`src/rtl/btn_debounce_pkg.sv`:
```
// Shared types and sizing helpers for the push-button debouncer array.
package btn_debounce_pkg;

    typedef enum logic [2:0] {IDLE, ARM, HELD, REPEAT, REL_ARM} dbn_state_t;

    function automatic int max3(input int a, input int b, input int c);
        int m;
        m = (a > b) ? a : b;
        return (m > c) ? m : c;
    endfunction

endpackage

```
`src/rtl/btn_debounce_ch.sv`:
```
// One debounced button channel: two-flop synchroniser, shared down-the-path counter
// and a press/release/auto-repeat state machine with registered pulse outputs.
//
// state   | meaning
// IDLE    | released and stable, waiting for a 1
// ARM     | qualifying a press, level still 0
// HELD    | accepted press, timing the first repeat
// REPEAT  | held past the repeat delay, emitting periodic repeats
// REL_ARM | qualifying a release, level still 1
module btn_debounce_ch
    import btn_debounce_pkg::*;
#(
    parameter int DEBOUNCE_CYC = 1048576,
    parameter int REPEAT_EN    = 0,
    parameter int REPEAT_DLY   = 25000000,
    parameter int REPEAT_RATE  = 5000000
) (
    input  logic clk,
    input  logic rst_n,
    input  logic btn,
    output logic level,
    output logic pressed,
    output logic released,
    output logic repeat_p
);

    localparam int CNT_W = $clog2(max3(DEBOUNCE_CYC, REPEAT_DLY, REPEAT_RATE) + 1);
    localparam logic [CNT_W-1:0] DEB_TC  = CNT_W'(DEBOUNCE_CYC - 1);
    localparam logic [CNT_W-1:0] DLY_TC  = CNT_W'(REPEAT_DLY - 1);
    localparam logic [CNT_W-1:0] RATE_TC = CNT_W'(REPEAT_RATE - 1);

    logic ff1, ff2;
    dbn_state_t state, state_nx;
    logic [CNT_W-1:0] cnt, cnt_nx;
    logic level_nx, pressed_nx, released_nx, repeat_nx;

    always_comb begin
        state_nx    = state;
        cnt_nx      = cnt;
        level_nx    = level;
        pressed_nx  = 1'b0;
        released_nx = 1'b0;
        repeat_nx   = 1'b0;
        unique case (state)
            IDLE: begin
                if (ff2) begin
                    state_nx = ARM;
                    cnt_nx   = '0;
                end
            end
            ARM: begin
                if (!ff2) begin
                    state_nx = IDLE;
                    cnt_nx   = '0;
                end else if (cnt == DEB_TC) begin
                    state_nx   = HELD;
                    level_nx   = 1'b1;
                    pressed_nx = 1'b1;
                    cnt_nx     = '0;
                end else begin
                    cnt_nx = cnt + CNT_W'(1);
                end
            end
            HELD: begin
                if (!ff2) begin
                    state_nx = REL_ARM;
                    cnt_nx   = '0;
                end else if (REPEAT_EN != 0) begin
                    if (cnt == DLY_TC) begin
                        state_nx  = REPEAT;
                        repeat_nx = 1'b1;
                        cnt_nx    = '0;
                    end else begin
                        cnt_nx = cnt + CNT_W'(1);
                    end
                end
            end
            REPEAT: begin
                if (!ff2) begin
                    state_nx = REL_ARM;
                    cnt_nx   = '0;
                end else if (cnt == RATE_TC) begin
                    repeat_nx = 1'b1;
                    cnt_nx    = '0;
                end else begin
                    cnt_nx = cnt + CNT_W'(1);
                end
            end
            REL_ARM: begin
                // A bounce back to 1 returns to HELD, which also restarts the repeat delay.
                if (ff2) begin
                    state_nx = HELD;
                    cnt_nx   = '0;
                end else if (cnt == DEB_TC) begin
                    state_nx    = IDLE;
                    level_nx    = 1'b0;
                    released_nx = 1'b1;
                    cnt_nx      = '0;
                end else begin
                    cnt_nx = cnt + CNT_W'(1);
                end
            end
            default: begin
                state_nx = IDLE;
                cnt_nx   = '0;
                level_nx = 1'b0;
            end
        endcase
    end

    always_ff @(posedge clk or negedge rst_n) begin
        if (!rst_n) begin
            ff1      <= 1'b0;
            ff2      <= 1'b0;
            state    <= IDLE;
            cnt      <= '0;
            level    <= 1'b0;
            pressed  <= 1'b0;
            released <= 1'b0;
            repeat_p <= 1'b0;
        end else begin
            ff1      <= btn;
            ff2      <= ff1;
            state    <= state_nx;
            cnt      <= cnt_nx;
            level    <= level_nx;
            pressed  <= pressed_nx;
            released <= released_nx;
            repeat_p <= repeat_nx;
        end
    end

endmodule

```
`src/rtl/btn_debounce_array.sv`:
```
// Array of independent debounced button channels feeding the game-control FSM.
module btn_debounce_array
    import btn_debounce_pkg::*;
#(
    parameter int NUM_CH       = 5,
    parameter int DEBOUNCE_CYC = 1048576,
    parameter int REPEAT_EN    = 0,
    parameter int REPEAT_DLY   = 25000000,
    parameter int REPEAT_RATE  = 5000000
) (
    input  logic              clk,
    input  logic              rst_n,
    input  logic [NUM_CH-1:0] btn,
    output logic [NUM_CH-1:0] level,
    output logic [NUM_CH-1:0] pressed,
    output logic [NUM_CH-1:0] released,
    output logic [NUM_CH-1:0] repeat_p
);

    if (DEBOUNCE_CYC < 1) begin : g_bad_deb
        $error("btn_debounce_array: DEBOUNCE_CYC must be >= 1");
    end
    if (REPEAT_DLY < 1) begin : g_bad_dly
        $error("btn_debounce_array: REPEAT_DLY must be >= 1");
    end
    if (REPEAT_RATE < 1) begin : g_bad_rate
        $error("btn_debounce_array: REPEAT_RATE must be >= 1");
    end

    for (genvar i = 0; i < NUM_CH; i++) begin : g_ch
        btn_debounce_ch #(
            .DEBOUNCE_CYC(DEBOUNCE_CYC),
            .REPEAT_EN   (REPEAT_EN),
            .REPEAT_DLY  (REPEAT_DLY),
            .REPEAT_RATE (REPEAT_RATE)
        ) u_ch (
            .clk     (clk),
            .rst_n   (rst_n),
            .btn     (btn[i]),
            .level   (level[i]),
            .pressed (pressed[i]),
            .released(released[i]),
            .repeat_p(repeat_p[i])
        );
    end

endmodule

```
`config.mk`:
```
export PLATFORM = sky130hd
export DESIGN_NAME = btn_debounce_array
export DESIGN_NICKNAME = d
export VERILOG_FILES = /design/src/rtl/btn_debounce_pkg.sv /design/src/rtl/btn_debounce_ch.sv /design/src/rtl/btn_debounce_array.sv
export SDC_FILE = /design/constraint.sdc
export NUM_CORES = 1
export LEC_CHECK = 0
export ABC_AREA = 1
export CAP_MARGIN = 15
export CORE_AREA = 4 4 141 143
export DETAILED_ROUTE_END_ITERATION = 12
export DIE_AREA = 0 0 145 147
export GPL_TIMING_DRIVEN = 0
export PLACE_DENSITY = 0.69
export SLEW_MARGIN = 20
export SYNTH_ARGS = -nofsm -noshare
export SYNTH_HDL_FRONTEND = slang
export SYNTH_SLANG_ARGS = --single-unit
export TNS_END_PERCENT = 1
```
`constraint.sdc`:
```
create_clock -name clk -period 2.75 [get_ports clk]
set_clock_uncertainty 0.1 [all_clocks]
set_input_delay 0.275 -clock clk [delete_from_list [all_inputs] [get_ports clk]]
set_output_delay 0.275 -clock clk [all_outputs]
set_load 0.005 [all_outputs]
```
### After elaboration in Yosys (flattened, before gate mapping)

Index checks and enable logic that the tools add are counted.

* reduce and logical (&&, ||, !) cells: 30
* multiplexer cells: 140
* add/subtract/negate cells: 5
* bitwise logic cells: 5
* equal/unequal tests: 75

Operators with widths (number)
* 25-bit 2-to-1 mux: 35
* 25-bit one-hot mux with 5 select lines: 5
* 25-bit by 1-bit adder with 25-bit output, second input constant: 5
* 25-bit by 20-bit equality test with 1-bit output, second input constant: 5
* 25-bit by 23-bit equality test with 1-bit output, second input constant: 5
* 3-bit 2-to-1 mux: 30
* 1-bit 2-to-1 mux: 60
* 3-bit one-hot mux with 4 select lines: 5
* 2-bit by 1-bit inequality test with 1-bit output, second input constant: 20
* 3-bit by 2-bit equality test with 1-bit output, second input constant: 10
* 2-bit inequality test, second input constant: 15
* 5-bit AND reduction: 5
* 4-bit AND reduction: 5
* 3-bit by 1-bit equality test with 1-bit output, second input constant: 5
* 3-bit equality test, second input constant: 5
* 3-bit zero test: 5
* 3-bit by 1-bit inequality test with 1-bit output, second input constant: 5
* 3-bit inequality test, second input constant: 5
* 1-bit one-hot mux with 3 select lines: 5
* 3-bit OR reduction: 5
* 2-bit AND reduction: 5
* 2-bit OR reduction: 5
* 1-bit inverter: 5

* register bits: 170
* output and inout port bits: 20
* word-level logic and storage cells: 295

### Depth between registers and ports, before layout

* depth after elaboration: 4
* gate-level depth with buffers: 12
* mapped depth without buffers: 12

### Cells and area by module

From an unflattened synthesis, not the netlist that was laid out.

* cells, all modules: 1518
* area total of the unflattened synthesis: 10606.4 sq um

Modules (own cells, without submodules)
* btn_debounce_ch at g_ch[1].u_ch ...: area each 2193.4 sq um, cells an instance 326, times used 2
* btn_debounce_ch at g_ch[0].u_ch ...: area each 2033.2 sq um, cells an instance 282, times used 2
* btn_debounce_ch at g_ch[4].u_ch: area each 2153.3 sq um, cells an instance 302, times used 1

### Worst setup path before layout

OpenSTA, ideal clock, no wires.

* path type: reg2reg
* start: register g_ch[2].u_ch.cnt[0]
* end: register g_ch[2].u_ch.cnt[12]
* slack: 0.930 ns
* path buffers: 1
* stages on the path, launching flop included: 12
* arrival time: 1.599 ns
* cell sequence: dfrtp_1 -> ha_1 -> nand2_1 -> nor2_2 -> nand2_2 -> nor2_2 -> nand3_2 -> nand2_1 -> inv_2 -> a21oi_4 -> buf_6 -> nor2_1

* word-level cells in the longest chain between the ends: 4

Ends and longest elaborated chain
* start: declaration: line btn_debounce_ch.sv:34 `logic [CNT_W-1:0] cnt, cnt_nx;`
* start signal: assignment: line btn_debounce_ch.sv:125 `cnt <= cnt_nx;`
* 25-bit by 1-bit adder with 25-bit output, or another cell as far along: line btn_debounce_ch.sv:61, btn_debounce_ch.sv:86, btn_debounce_ch.sv:100
* 25-bit 2-to-1 mux, on equally long branches: line btn_debounce_ch.sv:55, btn_debounce_ch.sv:94, btn_debounce_ch.sv:82
* 25-bit 2-to-1 mux, on equally long branches: line btn_debounce_ch.sv:91, btn_debounce_ch.sv:52, btn_debounce_ch.sv:79
* 25-bit one-hot mux with 5 select lines (*): line btn_debounce_ch.sv:44 `unique case (state)`

Every way passes the cells marked *; elsewhere a longest branch is shown, timed or not.
A chain may end at the register's enable or synchronous reset.

### Final worst setup path

* start: register g_ch[2].u_ch.cnt[0]
* end: register g_ch[2].u_ch.cnt[14]

The elaborated chain is that of the path after synthesis.

==> results.md <==
- Syn Inst Count: 1415
- Area grow syn2layout: 12.02%
- Worst Reg2Reg Path Length in Cells: 11
- Placed inst area: 10620 um2
- Flop2flop setup slack: 0.55 ns
- Critical Path AT: 2.41 ns
- RR Endpoint: g_ch[2].u_ch.cnt[14]
- CP Launch Type: flip-flop
- Wire length per cell after detailed routing: 12.92 um
- DR vias/cell: 5.186
- Run status: complete, no violations
- Finished Cell Area: 11240 um2
- CTS HTree Levels: 4
- Type of the worst min-delay path: primary input to flip-flop
- Core area: 18580 um2
- CP Buf/Inv Count: 2
- Setup TNS: 0 ns
- ANT cells: 0
- Vias in the first global route: 8391
- FP Rows: 50
- Non-Filler Instances: 1709
- Routed WL: 22080 um
- Slew margin rel.: 56.68%
- Worst path cell trace: ha_1 -> nand2_1 -> nor2_2 -> nand2_2 -> nor2_2 -> nand3_2 -> nand2_1 -> inv_2 -> a21oi_4 -> buf_6 -> nor2_1
- CP delay by family, top: simple AND/OR/NAND/NOR gates
- Dpl cells: 1676
- Maximum clock frequency: 454.5 MHz
- R2r startpoint: g_ch[2].u_ch.cnt[0]
- Cell area power density: 652.7 nW/um2
- Hold EP: g_ch[4].u_ch.ff1
- Mean Syn Cell Area: 7.091 um2
- DRT antenna net count: 0
- #FFs+latches synth: 170
- Post-layout nets: 1474
- Hold path startpoint: btn[4]
- Final core utilization: 60.49%
- Largest net degree at the start of global routing: 89
- Clock Path Buffers: 2
- Layout filler cell count: 1703
- Die Ht: 147 um
- # IOs: 27
- Min Hold Slack: 0.1855 ns
- CP Class: flip-flop to flip-flop
- Clk_lat worst skew: 0.43 ns
- Total CTS buffers: 17
- Hold Path Depth: 1
- CTS Root Cell: clkbuf_16
- Antenna violations before repair: 0
- Period utilization: 80.01%
- IO Port Bufs: 26
- TritonCTS sink count: 170
- Drt first pass iters: 8
- Max-cap violations: 0
- Required time of the critical path: 2.96 ns
- Yosys warnings: 0
- Grt ovf: 0
- Die Area: 21320 um2
- Leakage power: 5.446 nW
- Crit-path max cell delay: 0.44 ns
- Synthesized area: 10030 um2
- Number of remaining DRC errors: 0
- CP Capture Type: flip-flop
- Total number of vias: 8863
- Synth unique cells: 35
- Fin crit period: 2.200 ns
- HPWL reported at the end of detailed placement: 16040 um
- VDD IR-drop max: 444.1 uV
- Worst-Margin Slew: 0.6497 ns
- CTS clk-pin slew, worst paths: 0.07 ns
- Overall fraction of global-route tracks in use: 21.43%
- Number of hold violations in the final report: 0
- First-pass GRT wire length: 38890 um
- CTS tree: built
- Seq/Total Area, Yosys: 42.40%
- Synthesized net count: 1427
- Die Width: 145 um
- Final Max Tran Viols: 0
- CP max-delay cell: dfrtp_1
- CP Max Fanout: 10
- Final setup vio count: 0
- Initial Utilization: 54.00%
- Drt first-iter violations: 697
- RSZ-0062 raised after global routing: no
- Routability cong.: 0.9324
- Layout cells sized above 1: 7.593%
-- cells in the final DEF (no fill, tap or decap), types with 25 or more instances in the layout --
cell type | synthesis | final
xor2_1 | 34 | 34
nor2_1 | 228 | 228
nand4_1 | 52 | 52
nand3_1 | 141 | 141
dfrtp_1 | 170 | 170
nand2_1 | 350 | 350
clkdlybuf4s50_1 | 0 | 25
inv_1 | 210 | 210
nor3_1 | 41 | 41
o21ai_0 | 61 | 61
-- flip-flops by register name, summed over array words and instances, names as in the netlist --
| register | flops |
|---|---|
| g_ch.u_ch.cnt | 125 |
| g_ch.u_ch.ff1 | 5 |
| g_ch.u_ch.ff2 | 5 |
| g_ch.u_ch.level | 5 |
| g_ch.u_ch.pressed | 5 |
| g_ch.u_ch.released | 5 |
| g_ch.u_ch.repeat_p | 5 |
| g_ch.u_ch.state | 15 |
-- kinds of logic after synthesis --
logic type	count (synthesis)	synth area share [%]
AO/OA/AOI/OAI	85	4.764
XOR/XNOR	45	3.928
adder cells (fa/ha/maj)	5	0.6235
buffers and inverters	251	10.75
flip-flops	170	42.40
AND/OR/NAND/NOR	859	37.54
-- worst max path at each step --
stage                        start  slack (ns)  depth (start not counted)                   end
6_report       g_ch[2].u_ch.cnt[0]        0.55                         11  g_ch[2].u_ch.cnt[14]
5_1_grt        g_ch[4].u_ch.cnt[0]        0.37                         10   g_ch[4].u_ch.cnt[4]
4_1_cts        g_ch[2].u_ch.cnt[0]        0.56                         11  g_ch[2].u_ch.cnt[14]
3_5_place_dp   g_ch[4].u_ch.cnt[0]        0.59                         10  g_ch[4].u_ch.cnt[21]
3_3_place_gp                 rst_n       -5.76                          1    g_ch[4].u_ch.level
2_1_floorplan  g_ch[2].u_ch.cnt[0]        0.93                         11  g_ch[2].u_ch.cnt[12]
-- layout make-up --
cell class	instances	area (um2)	area share, %
clock buffer	19	442.9	3.941
tap	234	292.8	2.605
buffer	37	275.3	2.449
inverter	214	803.3	7.147
clock inverter	13	167.7	1.492
sequential	170	4254	37.85
multi-input combinational	994	4701	41.82
timing repair buffer	28	302.8	2.694
-- power breakdown --
| group | internal, mW | switching (mW) | leakage [nW] | total [mW] |
|---|---|---|---|---|
| clock network | 1.46 | 1.02 | 0.288 | 2.48 |
| logic | 0.615 | 1.36 | 2.83 | 1.97 |
| registers | 2.69 | 0.194 | 2.33 | 2.88 |
-- Yosys cell counts, drive strengths merged --
library cell  count  area, um2
nand2           361       1388
nor2            240      940.9
inv             214      803.3
dfrtp           170       4254
nand3           146      778.2
o21ai            63      315.3
nand4            52      325.3
nor3             43      225.2
buf              34      264.0
xor2             34      297.8
or2              11      68.81
xnor2            11      96.34
a21oi             8      62.56
ha                5      62.56
o21bai            5      37.54
nor4              4      25.02
a21o              3      22.52
clkbuf            3      11.26
o22ai             3      18.77
nand3b            2      15.01
o21a              2      15.01
a31oi             1      6.260
-- per-layer routing --
layer / vias up / part of all wire [%] / global-route usage, %
met1: 4099 / 47 / 28.99
li1: 4556 / - / -
met3: 21 / 3.9 / 3.208
met4: 0 / 1.1 / 5.606
met5: - / 0 / 0
met2: 187 / 48 / 36.43
-- metrics by stage --
| stage | power [mW] | setup WS (ns) |
|---|---|---|
| 2_1_floorplan | 4.338 | 0.9302 |
| 3_3_place_gp | 4.864 | -5.762 |
| 3_5_place_dp | 4.893 | 0.5851 |
| 4_1_cts | 7.408 | 0.5618 |
| 5_1_grt | 7.805 | 0.3740 |
| 6_report | 7.336 | 0.5499 |
-- timing repair --
item,CTS,global route
hold buffers,1,0
setup buffers,0,0
endpoints found under the hold margin,87,0
gates resized for setup,0,0
(Power assumes the default switching activity.)
